==> config.mk <==
export PLATFORM = sky130hd
export DESIGN_NAME = ni_proc_adapter
export DESIGN_NICKNAME = d
export VERILOG_FILES = /design/src/rtl/noc_ni_pkg.sv /design/src/rtl/ni_tx_fifo.sv /design/src/rtl/ni_proc_adapter.sv
export SDC_FILE = /design/constraint.sdc
export NUM_CORES = 1
export LEC_CHECK = 0
export ABC_AREA = 0
export CORE_UTILIZATION = 40
export CTS_BUF_LIST = sky130_fd_sc_hd__clkbuf_8
export DETAILED_ROUTE_END_ITERATION = 10
export DONT_BUFFER_PORTS = 1
export PLACE_DENSITY_LB_ADDON = 0.05
export SLEW_MARGIN = 15
export SYNTH_ARGS = -nofsm -noshare
export SYNTH_HDL_FRONTEND = slang
export SYNTH_SLANG_ARGS = --single-unit
==> constraint.sdc <==
create_clock -name clk -period 3 [get_ports clk]
set_input_delay 0.6 -clock clk [delete_from_list [all_inputs] [get_ports clk]]
set_output_delay 0.6 -clock clk [all_outputs]
set_load 0.02 [all_outputs]
==> src/rtl/noc_ni_pkg.sv <==
// noc_ni_pkg -- shared definitions for the processor-side network interface.
//   Flit geometry, flit type codes, HEAD field offsets, the TX request record
//   and the TX/RX state enums, plus helpers that build HEAD and TAIL flits.
package noc_ni_pkg;

   localparam int FLIT_W        = 34;
   localparam int DATA_W        = 32;
   localparam int NODE_W        = 2;
   localparam int TYPE_LSB      = 32;
   localparam int HEAD_DEST_LSB = 0;
   localparam int HEAD_SRC_LSB  = 2;

   localparam logic [1:0] FLIT_HEAD = 2'b10;
   localparam logic [1:0] FLIT_TAIL = 2'b01;

   typedef enum logic [1:0] {TX_IDLE, TX_HEAD, TX_TAIL}      tx_state_e;
   typedef enum logic [1:0] {RX_IDLE, RX_WAIT_TAIL, RX_HOLD} rx_state_e;

   // One queued send request.
   typedef struct packed {
      logic [NODE_W-1:0] dest;
      logic [DATA_W-1:0] data;
   } tx_req_t;

   function automatic logic [FLIT_W-1:0] make_head(input logic [NODE_W-1:0] dest,
                                                   input logic [NODE_W-1:0] src);
      logic [FLIT_W-1:0] f;
      f = '0;
      f[TYPE_LSB +: 2]           = FLIT_HEAD;
      f[HEAD_DEST_LSB +: NODE_W] = dest;
      f[HEAD_SRC_LSB +: NODE_W]  = src;
      return f;
   endfunction

   function automatic logic [FLIT_W-1:0] make_tail(input logic [DATA_W-1:0] data);
      return {FLIT_TAIL, data};
   endfunction

endpackage

==> src/rtl/ni_tx_fifo.sv <==
// ni_tx_fifo -- small circular FIFO holding processor send requests.
//   clk, rst       : clock, asynchronous active-low reset (empties the FIFO)
//   push, data_in  : write request (ignored while full)
//   pop            : drop the front entry (ignored while empty)
//   data_out       : front entry;  data_peek : entry behind the front
//   full, empty    : occupancy flags derived from the registered count
//   count          : number of stored entries
module ni_tx_fifo #(
   parameter int DEPTH = 2,
   parameter int WIDTH = 34
) (
   input  logic                     clk,
   input  logic                     rst,
   input  logic                     push,
   input  logic                     pop,
   input  logic [WIDTH-1:0]         data_in,
   output logic [WIDTH-1:0]         data_out,
   output logic [WIDTH-1:0]         data_peek,
   output logic                     full,
   output logic                     empty,
   output logic [$clog2(DEPTH):0]   count
);

   localparam int PTR_W = $clog2(DEPTH);
   localparam int CNT_W = PTR_W + 1;

   logic [WIDTH-1:0] mem [DEPTH];
   logic [PTR_W-1:0] wr_ptr, rd_ptr;
   logic             do_push, do_pop;

   assign full    = (count == CNT_W'(DEPTH));
   assign empty   = (count == '0);
   assign do_push = push && !full;
   assign do_pop  = pop && !empty;

   // NOTE: storage is not reset; only pointers and count define validity.
   always_ff @(posedge clk) begin
      if (do_push) mem[wr_ptr] <= data_in;
   end

   // NOTE: sequential state uses non-blocking assignments only.
   always_ff @(posedge clk or negedge rst) begin
      if (!rst) begin
         wr_ptr <= '0;
         rd_ptr <= '0;
         count  <= '0;
      end else begin
         if (do_push) wr_ptr <= wr_ptr + PTR_W'(1);
         if (do_pop)  rd_ptr <= rd_ptr + PTR_W'(1);
         count <= count + CNT_W'(do_push) - CNT_W'(do_pop);
      end
   end

   assign data_out  = mem[rd_ptr];
   // Power-of-two depth lets the pointer wrap naturally.
   assign data_peek = mem[rd_ptr + PTR_W'(1)];

endmodule

==> src/rtl/ni_proc_adapter.sv <==
// ni_proc_adapter -- processor-side network interface.
//   TX: proc_valid/proc_dest/proc_data are queued and sent to the router as a
//       HEAD+TAIL packet on flit_out/flit_out_valid/flit_out_ready.
//       tx_full flags a full queue; ovf_err is sticky after a dropped request.
//   RX: HEAD+TAIL packets on flit_in/flit_in_valid/flit_in_ready are
//       reassembled; the payload is offered on wd_NI with mips_ni pending and
//       data_valid strobing when proc_ready_in accepts it. rx_err is sticky.
//   clk, rst: clock and asynchronous active-low reset.
//   Optional: define NI_STATS_EN to add tx_pkt_cnt / rx_pkt_cnt counters.
module ni_proc_adapter
   import noc_ni_pkg::*;
#(
   parameter logic [1:0] NODE_ID  = 2'd0,
   parameter int         TX_DEPTH = 2
) (
   input  logic              clk,
   input  logic              rst,
   input  logic              proc_valid,
   input  logic [1:0]        proc_dest,
   input  logic [31:0]       proc_data,
   input  logic              proc_ready_in,
   output logic              tx_full,
   output logic              ovf_err,
   output logic              rx_err,
   output logic              mips_ni,
   output logic              data_valid,
   output logic [31:0]       wd_NI,
`ifdef NI_STATS_EN
   output logic [15:0]       tx_pkt_cnt,
   output logic [15:0]       rx_pkt_cnt,
`endif
   output logic [FLIT_W-1:0] flit_out,
   output logic              flit_out_valid,
   input  logic              flit_out_ready,
   input  logic [FLIT_W-1:0] flit_in,
   input  logic              flit_in_valid,
   output logic              flit_in_ready
);

   localparam int CNT_W = $clog2(TX_DEPTH) + 1;

   // ---------------------------------------------------------------- TX ---
   tx_req_t            req_in, front, peek;
   logic               fifo_empty, fifo_pop;
   logic [CNT_W-1:0]   fifo_count;
   tx_state_e          tx_state, tx_state_next;
   logic [FLIT_W-1:0]  flit_next;
   logic               valid_next;

   assign req_in = '{dest: proc_dest, data: proc_data};

   ni_tx_fifo #(.DEPTH(TX_DEPTH), .WIDTH($bits(tx_req_t))) u_fifo (
      .clk       (clk),
      .rst       (rst),
      .push      (proc_valid),
      .pop       (fifo_pop),
      .data_in   (req_in),
      .data_out  (front),
      .data_peek (peek),
      .full      (tx_full),
      .empty     (fifo_empty),
      .count     (fifo_count)
   );

   // The flit register is loaded with the flit of the state being entered,
   // so the output stays stable while the router stalls.
   always_comb begin
      // NOTE: every combinational output gets a default first, so no latches.
      tx_state_next = tx_state;
      flit_next     = flit_out;
      valid_next    = flit_out_valid;
      fifo_pop      = 1'b0;
      unique case (tx_state)
         TX_IDLE: if (!fifo_empty) begin
            tx_state_next = TX_HEAD;
            flit_next     = make_head(front.dest, NODE_ID);
            valid_next    = 1'b1;
         end
         TX_HEAD: if (flit_out_ready) begin
            tx_state_next = TX_TAIL;
            flit_next     = make_tail(front.data);
         end
         TX_TAIL: if (flit_out_ready) begin
            fifo_pop = 1'b1;
            // Another entry behind the front: go straight to its head.
            if (fifo_count > CNT_W'(1)) begin
               tx_state_next = TX_HEAD;
               flit_next     = make_head(peek.dest, NODE_ID);
            end else begin
               tx_state_next = TX_IDLE;
               valid_next    = 1'b0;
            end
         end
         default: tx_state_next = TX_IDLE;
      endcase
   end

   always_ff @(posedge clk or negedge rst) begin
      if (!rst) begin
         tx_state       <= TX_IDLE;
         flit_out       <= '0;
         flit_out_valid <= 1'b0;
         ovf_err        <= 1'b0;
      end else begin
         tx_state       <= tx_state_next;
         flit_out       <= flit_next;
         flit_out_valid <= valid_next;
         // A pop in the same cycle does not rescue a request seen while full.
         if (proc_valid && tx_full) ovf_err <= 1'b1;
      end
   end

   // ---------------------------------------------------------------- RX ---
   rx_state_e   rx_state, rx_state_next;
   logic [1:0]  in_type;
   logic        rx_err_set, wd_load;

   assign in_type       = flit_in[TYPE_LSB +: 2];
   assign flit_in_ready = (rx_state != RX_HOLD);
   assign mips_ni       = (rx_state == RX_HOLD);
   assign data_valid    = mips_ni && proc_ready_in;

   always_comb begin
      rx_state_next = rx_state;
      rx_err_set    = 1'b0;
      wd_load       = 1'b0;
      unique case (rx_state)
         RX_IDLE: if (flit_in_valid) begin
            if (in_type == FLIT_HEAD) rx_state_next = RX_WAIT_TAIL;
            else                      rx_err_set    = 1'b1;
         end
         RX_WAIT_TAIL: if (flit_in_valid) begin
            if (in_type == FLIT_TAIL) begin
               wd_load       = 1'b1;
               rx_state_next = RX_HOLD;
            end else if (in_type == FLIT_HEAD) begin
               rx_err_set = 1'b1;          // restart: keep waiting for a tail
            end else begin
               rx_err_set    = 1'b1;
               rx_state_next = RX_IDLE;
            end
         end
         RX_HOLD: if (proc_ready_in) rx_state_next = RX_IDLE;
         default: rx_state_next = RX_IDLE;
      endcase
   end

   always_ff @(posedge clk or negedge rst) begin
      if (!rst) begin
         rx_state <= RX_IDLE;
         rx_err   <= 1'b0;
         wd_NI    <= '0;
      end else begin
         rx_state <= rx_state_next;
         if (rx_err_set) rx_err <= 1'b1;
         if (wd_load)    wd_NI  <= flit_in[DATA_W-1:0];
      end
   end

`ifdef NI_STATS_EN
   // -------------------------------------------------------------- stats ---
   always_ff @(posedge clk or negedge rst) begin
      if (!rst) begin
         tx_pkt_cnt <= '0;
         rx_pkt_cnt <= '0;
      end else begin
         if (tx_state == TX_TAIL && flit_out_ready) tx_pkt_cnt <= tx_pkt_cnt + 16'd1;
         if (data_valid)                            rx_pkt_cnt <= rx_pkt_cnt + 16'd1;
      end
   end
`endif

endmodule

==> After elaboration in Yosys (flattened, before gate mapping) <==
Memory sizes are Yosys's and may differ from the RTL's.
Cells that the tools add are included.
W data, S select, Z words.
{ "totals": {"ff_bits": 77, "latchBits": 0, "ram_bits": 68, "rom_bits": 0, "in_bits": 74, "n_memories": 1} }
{ "mem_list": {"columns": ["memory", "depth", "word_bits", "read_ports", "rd_ports_with_merged_regs", "wr", "line", "text"], "rows": [
  ["u_fifo.mem", 2, 34, 2, 0, 1, "ni_tx_fifo.sv:27", "logic [WIDTH-1:0] mem [DEPTH];"]
]} }
{ "op_classes": {"addsub": 4, "mul": 0, "div": 0, "order_cmp": 1, "n_eq_ne": 18, "n_shift": 0, "mux": 33, "bitwise": 0, "reduce_logical": 15} }
{ "op_table": {"columns": ["op", "n"], "rows": [
  ["$mux W34", 4],
  ["$pmux W34 S3", 1],
  ["$ne A2 B2 Y1 const B", 10],
  ["$mux W2", 9],
  ["$mux W1", 15],
  ["$pmux W2 S3", 2],
  ["$reduce_and A5 Y1", 2],
  ["$eq A2 B2 Y1 const B", 4],
  ["$eq A2 B1 Y1 const B", 3],
  ["$logic_not A2 Y1", 3],
  ["$logic_and A1 B1 Y1", 4],
  ["$pmux W1 S2", 2],
  ["$reduce_and A4 Y1", 1],
  ["$ne A3 B3 Y1 const B", 1],
  ["$reduce_and A3 Y1", 1],
  ["$reduce_bool A3 Y1", 1],
  ["$add A1 B1 Y1 const B", 2],
  ["$add A2 B1 Y2", 1],
  ["$gt A2 B1 Y1 const B", 1],
  ["$logic_not A1 Y1", 2],
  ["$reduce_bool A2 Y1", 1],
  ["$sub A2 B1 Y2", 1]
]} }

==> Longest topological paths before layout <==
Gate-level depths: netlist (run 1).
{ "depth": {"depth_word": 5, "depth_mapped": 8, "mapped_depth_nobuf": 8} }

==> Cells and area by module <==
From an unflattened synthesis (run 1), not the netlist that was laid out.
{ "hier_totals": {"cells_unflattened": 415, "hier_area_um2": 6247.2} }
{ "by_module_without_submodules": {"columns": ["module", "instances", "cells_each", "area_each_um2", "seq_area_each_um2"], "rows": [
  ["ni_proc_adapter", 1, 253, 3141.8, 1826.8],
  ["ni_tx_fifo", 1, 162, 3105.5, 2142.1]
]} }

==> Least setup slack after synthesis (run 1) <==
OpenSTA, ideal clock, no wires.
{ "synth_path": {"path_type": "input port to flip-flop", "startpoint": "input proc_valid", "endpoint": "memory u_fifo.mem[0][0], enable pin", "arrival_ns": 2.126, "required_time_ns": 2.575, "path_slack_ns": 0.449, "stages": 2, "path_cell_list": "nand2_1 > nor2_1"} }
{ "synth_between": {"elab_chain_len": 3} }
{ "synth_lines": {"columns": ["item", "line", "text"], "rows": [
  ["start: declaration", "ni_proc_adapter.sv:18", "input logic proc_valid,"],
  ["$logic_and A1 B1 Y1", "ni_tx_fifo.sv:33", "assign do_push = push && !full;"],
  ["$mux W1", "ni_tx_fifo.sv:38", "if (do_push) mem[wr_ptr] <= data_in;"],
  ["$mux W1 (implied by the code)", "ni_tx_fifo.sv:38", null],
  ["end: declaration", "ni_tx_fifo.sv:27", null]
]} }
Every way passes these cells.

==> Final worst setup path (run 1) <==
{ "layout_path": {"startpoint": "register rx_state[1]", "endpoint": "output data_valid"} }
{ "layout_between": {"elab_chain_len": 2} }
{ "layout_lines": {"columns": ["item", "line", "text"], "rows": [
  ["start: declaration", "ni_proc_adapter.sv:114", "rx_state_e rx_state, rx_state_next;"],
  ["start signal: assignment", "ni_proc_adapter.sv:154", "rx_state <= rx_state_next;"],
  ["$eq A2 B2 Y1", "ni_proc_adapter.sv:120", "assign mips_ni = (rx_state == RX_HOLD);"],
  ["via mips_ni", "ni_proc_adapter.sv:25", "output logic mips_ni,"],
  ["$logic_and A1 B1 Y1", "ni_proc_adapter.sv:121", "assign data_valid = mips_ni && proc_ready_in;"],
  ["end: declaration", "ni_proc_adapter.sv:26", "output logic data_valid,"]
]} }
The timed path passes the listed nets, and every way through them passes these cells.

==> results of run 1 <==
cell families (layout without fill, tap and decap cells):
group                      Yosys count  after routing  synth area share [%]
AOI/OAI and AO/OA                   19             19                 2.578
buffers and inverters               23             51                 2.141
muxes                               99             99                 18.79
DFF                                145            145                 69.29
xor gates and xnor gates             4              4                0.6117
adders and majority gates            8              8                 1.748
and+or+nand+nor                     52             52                 4.850
critical path: stages, from the launching register on:
cell and delay [ns]:
dfrtp_1 0.41, inv_1 0.07, nor2_1 0.44, and2_1 0.32
cells in the final DEF (no fill, tap or decap), types with 2 or more instances in the layout:
master,instances
clkinvlp_4,2
bufinv_16,3
edfxtp_1,68
a211oi_1,2
a221oi_1,2
o31ai_1,3
xnor2_1,3
nand2b_1,3
buf_4,7
nand2_1,2
mux2i_1,31
nor2b_1,5
ha_1,8
mux2_1,2
nand3b_1,2
o41ai_1,2
clkinv_2,2
a21oi_1,2
clkinv_1,5
inv_1,11
dfrtp_1,76
clkbuf_8,18
mux2_2,66
nor2_1,31
registers in the layout (all words and copies together) (netlist names):
| name | count |
|---|---|
| flit_out | 34 |
| flit_out_valid | 1 |
| ovf_err | 1 |
| rx_err | 1 |
| rx_state | 2 |
| tx_state | 2 |
| u_fifo.count | 2 |
| u_fifo.mem | 68 |
| u_fifo.rd_ptr | 1 |
| u_fifo.wr_ptr | 1 |
| wd_NI | 32 |
layout make-up:
cell class                 instances  share of cell area (%)
clock buffer                      18                   3.884
timing repair buffer               9                   1.569
clock inverter                    14                   2.295
tap                              180                   3.531
multi-input combinational        182                   25.89
sequential                       145                   62.24
inverter                          10                  0.5885
how the worst min path moves through the flow:
stage | from | endpoint | depth (start not counted)
6_report | rst | wd_NI[6]$_DFFE_PN0P_ | 1
4_1_cts | rst | wd_NI[7]$_DFFE_PN0P_ | 1
2_1_floorplan | rst | flit_out[0]$_DFFE_PN0P_ | 0
3_5_place_dp | rst | wd_NI[6]$_DFFE_PN0P_ | 0
5_1_grt | rst | wd_NI[7]$_DFFE_PN0P_ | 1
3_3_place_gp | rst | wd_NI[6]$_DFFE_PN0P_ | 0
per-layer routing:
metal | global-route usage [%] | routed length (um) | up-vias
li1 | - | - | 1302
met1 | 16.59 | 4049 | 1401
met2 | 22.27 | 4964 | 102
met3 | 6.133 | 955 | 9
met4 | 8.565 | 155 | 0
met5 | 0 | 0 | -
per-stage QoR:
step / cell area, um^2 / hold WS (ns) / setup slack, ns
2_1_floorplan: 5728 / 0.3044 / 0.4489
3_3_place_gp: 5957 / 0.3067 / 0.7684
3_5_place_dp: 5957 / 0.3061 / 0.7223
4_1_cts: 6379 / 0.04641 / 0.6722
5_1_grt: 6379 / 0.06404 / 0.5557
6_report: 6379 / 0.06580 / 0.7160
where the power goes:
part | switching [mW] | total, mW | internal, mW
Clock | 0.692 | 1.52 | 0.824
Sequential | 0.829 | 3.55 | 2.72
Combinational | 0.860 | 1.67 | 0.810
==> results.json, run 1 <==
{
  "status": "completed",
  "nFillCells": 1242,
  "max_slew.worst_pin.slew_ns": 0.6312,
  "final_cells": 558,
  "fin_crit_ns": 2.284,
  "synthCells": 350,
  "cts_tree": "done",
  "cts-root-buf": "clkbuf_8",
  "cellPowerDensity_mw_per_mm2": 1056,
  "maxCapViolCount": 0,
  "r2r_slack_ns": 0.72,
  "synth_area_mm2": 0.005728,
  "ys.flop_type": "dfrtp_1",
  "post_drt_wl_per_cell_um": 18.14,
  "start_util_pct": 41.11,
  "finalPower_mw": 6.737,
  "regArea_mm2": 0.003970,
  "ir_drop_uv": 422.3,
  "antenna_found_initial": 0,
  "fp.dieW_um": 121.7,
  "timing.rr.end": "flit_out[2]$_DFFE_PN0P_",
  "critPathMaxFanout": 3,
  "synth_nets": 432,
  "fp-row-count": 43,
  "postCtsHoldBufs": 1,
  "setup_viol": 0,
  "cp-endpoint": "data_valid",
  "gp_congestion": 0.6951,
  "async_flop_share_pct": 53.10,
  "wirelength_um": 10120,
  "maxSlewViolCount": 0,
  "insertion_delay_ns": 0.44,
  "fp.dieH_um": 121.7,
  "multiInputGateArea_mm2": 0.001652,
  "yosysSeqAreaShare_pct": 69.29,
  "clk_pin_slew_ns": 0.07,
  "yosysMostFrequentCell": "dfrtp_1",
  "grt_first_pass_wirelength_um": 15390,
  "fmax_mhz": 437.8,
  "cts_buffer_depth": 2,
  "syn2layout_area_growth_pct": 11.36,
  "ys_types": 38,
  "dpl.cell_count": 525,
  "r2r_start": "tx_state[0]$_DFFE_PN0P_",
  "drc": 0,
  "p_leak_nw": 2.636,
  "required_ns": 2.40,
  "fin_tns_setup_ns": 0,
  "worst_hold_path_type": "in2async",
  "drt_iter0_markers": 63,
  "cts_buffers": 17,
  "io_pins": 147,
  "path_class": "reg2out",
  "synth_area_leader_cell": "edfxtp_1",
  "synth_edf_count": 68,
  "layout-drive-gt1-share_pct": 29.37,
  "ctsResizeCount": 0,
  "postCtsSetupRepairBufs": 0,
  "via_per_inst": 5.043,
  "r2r.worst_path.cells": 6,
  "netlist_top_cells_area": "edfxtp_1, dfrtp_1, mux2_2",
  "timing.critical_path.from": "rx_state[1]$_DFFE_PN0P_",
  "die-area_mm2": 0.01480,
  "firstDrtPassIters": 4,
  "vias": 2814,
  "ant_nets": 0,
  "insertedDiodeCount": 0,
  "fin_nets": 447,
  "first_global_vias": 2807,
  "cp-start-kind": "flip-flop",
  "track_usage_pct": 14.39,
  "synth_common_cells": "dfrtp_1, edfxtp_1, mux2_2",
  "syn_area_per_cell_um2": 16.37,
  "yosys_register_bits": 145,
  "overflow": 0,
  "h-tree-depth": 4,
  "yosysTopAreaCellShare_pct": 35.65,
  "ys_warn_count": 0,
  "numPortBuffers": 0,
  "grt_max_degree": 78,
  "rsz0062_at_grt": "false",
  "end_kind": "primary output",
  "hold_viol_final": 0,
  "slew_headroom_pct": 57.88,
  "final_util_pct": 45.78,
  "core-area_mm2": 0.01393,
  "fin_skew_ns": 0.008307,
  "crit_arrival_ns": 1.68,
  "fin_crit_sh_pct": 76.13,
  "cts.sinks": 145,
  "dp_hpwl_um": 6637
}
(Power assumes the default switching activity.)
==> run 2, diff against run 1 <==
==> constraint.sdc (replaced) <==
create_clock -name clk -period 2.25 [get_ports clk]
set_input_delay 0.45 -clock clk [delete_from_list [all_inputs] [get_ports clk]]
set_output_delay 0.45 -clock clk [all_outputs]
set_load 0.02 [all_outputs]
==> run 2 against run 1 <==
Against the previous run: worst setup slack worse by 0.58 ns; hold slack better by 0.036 ns; flip-flop and latch count is the same.
==> results.json, run 2 (synthesis gave the netlist of run 1 again) <==
{
  "fp.dieH_um": 121.7,
  "nFillCells": 1192,
  "timing.rr.end": "flit_out[25]$_DFFE_PN0P_",
  "grt_max_degree": 78,
  "design_area_mm2": 0.006476,
  "setup_viol": 0,
  "critPathMaxFanout": 15,
  "start_util_pct": 41.11,
  "fin_ws_ns": 0.1359,
  "end_kind": "flip-flop",
  "final_cell_mix": "dfrtp_1, edfxtp_1, mux2_2, nor2_1, mux2i_1",
  "antenna_found_initial": 0,
  "fmax_mhz": 473.0,
  "core-area_mm2": 0.01393,
  "cts_buffer_depth": 2,
  "insertion_delay_ns": 0.44,
  "wirelength_um": 10830,
  "multiInputGateArea_mm2": 0.001654,
  "largest_register": "u_fifo.mem",
  "fin_nets": 451,
  "drc": 0,
  "rsz0062_at_grt": "false",
  "dp_hpwl_um": 6666,
  "final_util_pct": 46.48,
  "cts_buffers": 17,
  "cts-root-buf": "clkbuf_8",
  "cp_num_buf_inv": 3,
  "cellPowerDensity_mw_per_mm2": 1441,
  "crit_arrival_ns": 2.43,
  "p_leak_nw": 2.681,
  "finalPower_mw": 9.331,
  "fp-row-count": 43,
  "fin_skew_ns": 0.006591,
  "preCtsSetupSlack_ns": 0.1173,
  "overflow": 0,
  "numPortBuffers": 0,
  "timing.critical_path.from": "tx_state[0]$_DFFE_PN0P_",
  "cp-start-kind": "flip-flop",
  "r2r_start": "tx_state[0]$_DFFE_PN0P_",
  "path_class": "reg2reg",
  "cp_cell_sequence": "inv_1, ha_1, nor2b_2, nor4_4, buf_4, clkbuf_16, mux2_2",
  "fin_crit_sh_pct": 93.96,
  "post_drt_wl_per_cell_um": 19.27,
  "r2r.worst_path.cells": 7,
  "holdPathEnd": "u_fifo.mem[1][29]$_DFFE_PP_",
  "maxSlewViolCount": 0,
  "h-tree-depth": 4,
  "regArea_mm2": 0.003970,
  "r2r_slack_ns": 0.14,
  "fin_tns_setup_ns": 0,
  "top_regs": "u_fifo.mem x68, flit_out x34, wd_NI x32",
  "die-area_mm2": 0.01480,
  "cts_tree": "done",
  "first_global_vias": 3066,
  "ant_nets": 0,
  "required_ns": 2.57,
  "grt_first_pass_wirelength_um": 16280,
  "slew_headroom_pct": 66.34,
  "syn2layout_area_growth_pct": 13.06,
  "hp-start": "proc_data[29]",
  "via_per_inst": 5.098,
  "hold_viol_final": 0,
  "critPathMaxStageDelay_ns": 0.44,
  "firstDrtPassIters": 4,
  "status": "completed",
  "largest_reg_flops": 68,
  "whs_path_depth": 0,
  "max_slew.worst_pin.slew_ns": 0.5049,
  "io_pins": 147,
  "fin_crit_ns": 2.114,
  "layout-drive-gt1-share_pct": 31.41,
  "drt_iter0_markers": 89,
  "place_area_mm2": 0.006002,
  "ir_drop_uv": 621.6,
  "cp_slowest_cell": "dfrtp_1",
  "crit_family": "buffers and inverters",
  "cts.sinks": 145,
  "track_usage_pct": 15.21,
  "clk_pin_slew_ns": 0.08,
  "mostFrequentLayoutCell": "dfrtp_1",
  "vias": 2865,
  "gp_congestion": 0.7237,
  "maxCapViolCount": 0,
  "fp.dieW_um": 121.7,
  "worst_hold_path_type": "in2reg",
  "insertedDiodeCount": 0
}
[run 2: stage by stage]
step	cells	hold WS, ns
2_1_floorplan	350	0.1544
3_3_place_gp	526	0.1569
3_5_place_dp	526	0.1579
4_1_cts	560	0.05716
5_1_grt	562	0.05770
6_report	562	0.1020
[run 2: cell type report]
cell class | count | area share, %
tap | 180 | 3.478
clock inverter | 15 | 2.589
inverter | 10 | 0.5796
sequential | 145 | 61.30
multi-input combinational | 182 | 25.54
timing repair buffer | 13 | 2.898
clock buffer | 17 | 3.613
[run 2: worst max path at each step]
| stage | cells past startpoint | slack [ns] | to |
|---|---|---|---|
| after floorplan | 3 | 0.29 | u_fifo.mem[0][0]$_DFFE_PP_ |
| after global placement | 6 | 0.18 | flit_out[22]$_DFFE_PN0P_ |
| after detailed placement | 6 | 0.12 | flit_out[7]$_DFFE_PN0P_ |
| after CTS | 6 | 0.11 | flit_out[12]$_DFFE_PN0P_ |
| after global routing | 7 | 0.01 | flit_out[18]$_DFFE_PN0P_ |
| final | 7 | 0.14 | flit_out[25]$_DFFE_PN0P_ |
[run 2: repair_timing]
item,CTS,global route
gates resized for setup,0,1
hold buffers,2,0
setup endpoints to repair,0,31
setup buffers,0,1
hold endpoints to repair,77,0
[run 2: routing by layer]
layer  GRT usage, %  vias up  wire [um]
li1               -     1314          -
met1          16.35     1424       4345
met2          24.68      105       5238
met3          7.257       22        989
met4          8.256        0        259
met5              0        -          0
[run 2: report_power, final]
part / internal [mW] / switching [mW]
sequential: 3.63 / 1.13
clock: 1.09 / 0.968
combinational: 1.27 / 1.25
total: 5.98 / 3.35
==> run 3, diff against run 2 <==
--- a/config.mk
+++ b/config.mk
@@ -6,11 +6,14 @@
 export NUM_CORES = 1
 export LEC_CHECK = 0
 export ABC_AREA = 0
+export CELL_PAD_IN_SITES_DETAIL_PLACEMENT = 1
+export CELL_PAD_IN_SITES_GLOBAL_PLACEMENT = 1
 export CORE_UTILIZATION = 40
 export CTS_BUF_LIST = sky130_fd_sc_hd__clkbuf_8
 export DETAILED_ROUTE_END_ITERATION = 10
 export DONT_BUFFER_PORTS = 1
 export PLACE_DENSITY_LB_ADDON = 0.05
+export SKIP_CTS_REPAIR_TIMING = 1
 export SLEW_MARGIN = 15
 export SYNTH_ARGS = -nofsm -noshare
 export SYNTH_HDL_FRONTEND = slang
==> run 3 against run 2 <==
Against the previous run: worst setup slack improved by 0.00098 ns; critical path depth is 1 lower; total power rose by 1.4%; register-to-register slack barely moved; cell area up 0.60%; core utilization is 0.28 points higher; maximum frequency about the same; sequential share of layout area is 0.36 points lower; hold slack worse by 0.019 ns; first-iteration DRC count up 28%.
==> results.json, run 3 (synthesis gave the netlist of run 1 again) <==
{
  "maxCapViolCount": 0,
  "rsz0062_at_grt": "false",
  "finalPower_mw": 9.462,
  "design_area_mm2": 0.006515,
  "r2r_start": "tx_state[0]$_DFFE_PN0P_",
  "die-area_mm2": 0.01480,
  "numPortBuffers": 0,
  "crit_arrival_ns": 2.45,
  "r2r_slack_ns": 0.14,
  "io_pins": 147,
  "drt_iter0_markers": 114,
  "fin_tns_setup_ns": 0,
  "ant_nets": 0,
  "cts_buffers": 17,
  "post_drt_wl_per_cell_um": 19.51,
  "fmax_mhz": 473.2,
  "vias": 2835,
  "fin_nets": 448,
  "mostFrequentLayoutCell": "dfrtp_1",
  "setup_viol": 0,
  "wirelength_um": 10910,
  "antenna_found_initial": 0,
  "drc": 0,
  "critPathMaxFanout": 31,
  "fp.dieH_um": 121.7,
  "place_area_mm2": 0.006020,
  "gp_congestion": 0.7433,
  "p_leak_nw": 2.688,
  "largest_register": "u_fifo.mem",
  "largest_reg_flops": 68,
  "top_regs": "u_fifo.mem x68, flit_out x34, wd_NI x32",
  "cp-start-kind": "flip-flop",
  "holdPathEnd": "u_fifo.mem[1][2]$_DFFE_PP_",
  "cts.sinks": 145,
  "cts_buffer_depth": 2,
  "preCtsSetupSlack_ns": 0.1093,
  "syn2layout_area_growth_pct": 13.74,
  "first_global_vias": 3043,
  "core-area_mm2": 0.01393,
  "max_slew.worst_pin.slew_ns": 0.4620,
  "nFillCells": 1334,
  "fin_skew_ns": 0.01746,
  "start_util_pct": 41.11,
  "final_cells": 559,
  "overflow": 0,
  "firstDrtPassIters": 4,
  "final_cell_mix": "dfrtp_1, edfxtp_1, mux2_2, nor2_1, mux2i_1",
  "status": "completed",
  "end_kind": "flip-flop",
  "dp_hpwl_um": 7170,
  "layout-drive-gt1-share_pct": 30.87,
  "fin_crit_ns": 2.113,
  "slew_headroom_pct": 69.09,
  "final_util_pct": 46.75,
  "cts-root-buf": "clkbuf_8",
  "hp-start": "proc_data[2]",
  "cellPowerDensity_mw_per_mm2": 1452,
  "r2r.worst_path.cells": 6,
  "timing.rr.end": "flit_out[10]$_DFFE_PN0P_",
  "grt_max_degree": 78,
  "grt_first_pass_wirelength_um": 16970,
  "required_ns": 2.58,
  "dpl.cell_count": 525,
  "track_usage_pct": 15.96,
  "hold_viol_final": 0,
  "fin_crit_sh_pct": 93.92,
  "holdWs_ns": 0.08331,
  "insertion_delay_ns": 0.45,
  "via_per_inst": 5.072,
  "h-tree-depth": 4,
  "fp-row-count": 43,
  "fp.dieW_um": 121.7,
  "path_class": "reg2reg",
  "ir_drop_uv": 774.4,
  "worst_hold_path_type": "in2reg",
  "fin_ws_ns": 0.1369,
  "clk_pin_slew_ns": 0.10,
  "cts_tree": "done",
  "maxSlewViolCount": 0,
  "whs_path_depth": 0,
  "insertedDiodeCount": 0
}
==> run 3: cell count changes in the layout (fill, tap and decap cells not counted), sizes merged <==
cell	delta
clkinv	-5
clkinvlp	-1
clkbuf	-1
inv	+5
buf	-2
bufinv	+1
==> run 3: critical path, cell delays in order (launching register included) <==
cell	delay [ns]
dfrtp_1	0.44
inv_1	0.09
ha_1	0.30
o21ba_2	0.28
nor4_4	0.26
buf_12	0.25
mux2_2	0.36
==> run 3: area by class of cell <==
cell class	count	area [um^2]	area share, %
clock inverters	15	224.0	3.438
multi-input cells	182	1652	25.35
well taps	180	225.2	3.457
inverters	10	37.54	0.5761
clock buffers	17	234.0	3.591
flip-flops and latches	145	3970	60.94
repair buffers	10	172.7	2.650
==> run 3: power breakdown <==
group	internal, mW	total [mW]	switching, mW
combinational	1.20	2.39	1.19
sequential	3.62	4.75	1.12
clock	1.24	2.32	1.08
total	6.07	9.46	3.39
==> run 3: worst max path at each step <==
stage | start | to | slack, ns | cells after the start
4_1_cts | rx_state[1]$_DFFE_PN0P_ | data_valid | 0.09 | 3
6_report | tx_state[0]$_DFFE_PN0P_ | flit_out[10]$_DFFE_PN0P_ | 0.14 | 6
3_3_place_gp | tx_state[0]$_DFFE_PN0P_ | flit_out[17]$_DFFE_PN0P_ | 0.18 | 6
5_1_grt | tx_state[0]$_DFFE_PN0P_ | flit_out[6]$_DFFE_PN0P_ | 0.008 | 6
3_5_place_dp | tx_state[0]$_DFFE_PN0P_ | flit_out[13]$_DFFE_PN0P_ | 0.11 | 6
2_1_floorplan | u_fifo.count[1]$_DFF_PN0_ | u_fifo.mem[0][0]$_DFFE_PP_ | 0.29 | 3
==> run 3: per-layer routing <==
metal / up-vias / wire length, um / global-route usage, %
met5: - / 0 / 0
met1: 1435 / 4228 / 17.67
li1: 1303 / - / -
met4: 0 / 159 / 6.790
met2: 83 / 5623 / 25.92
met3: 14 / 896 / 7.959
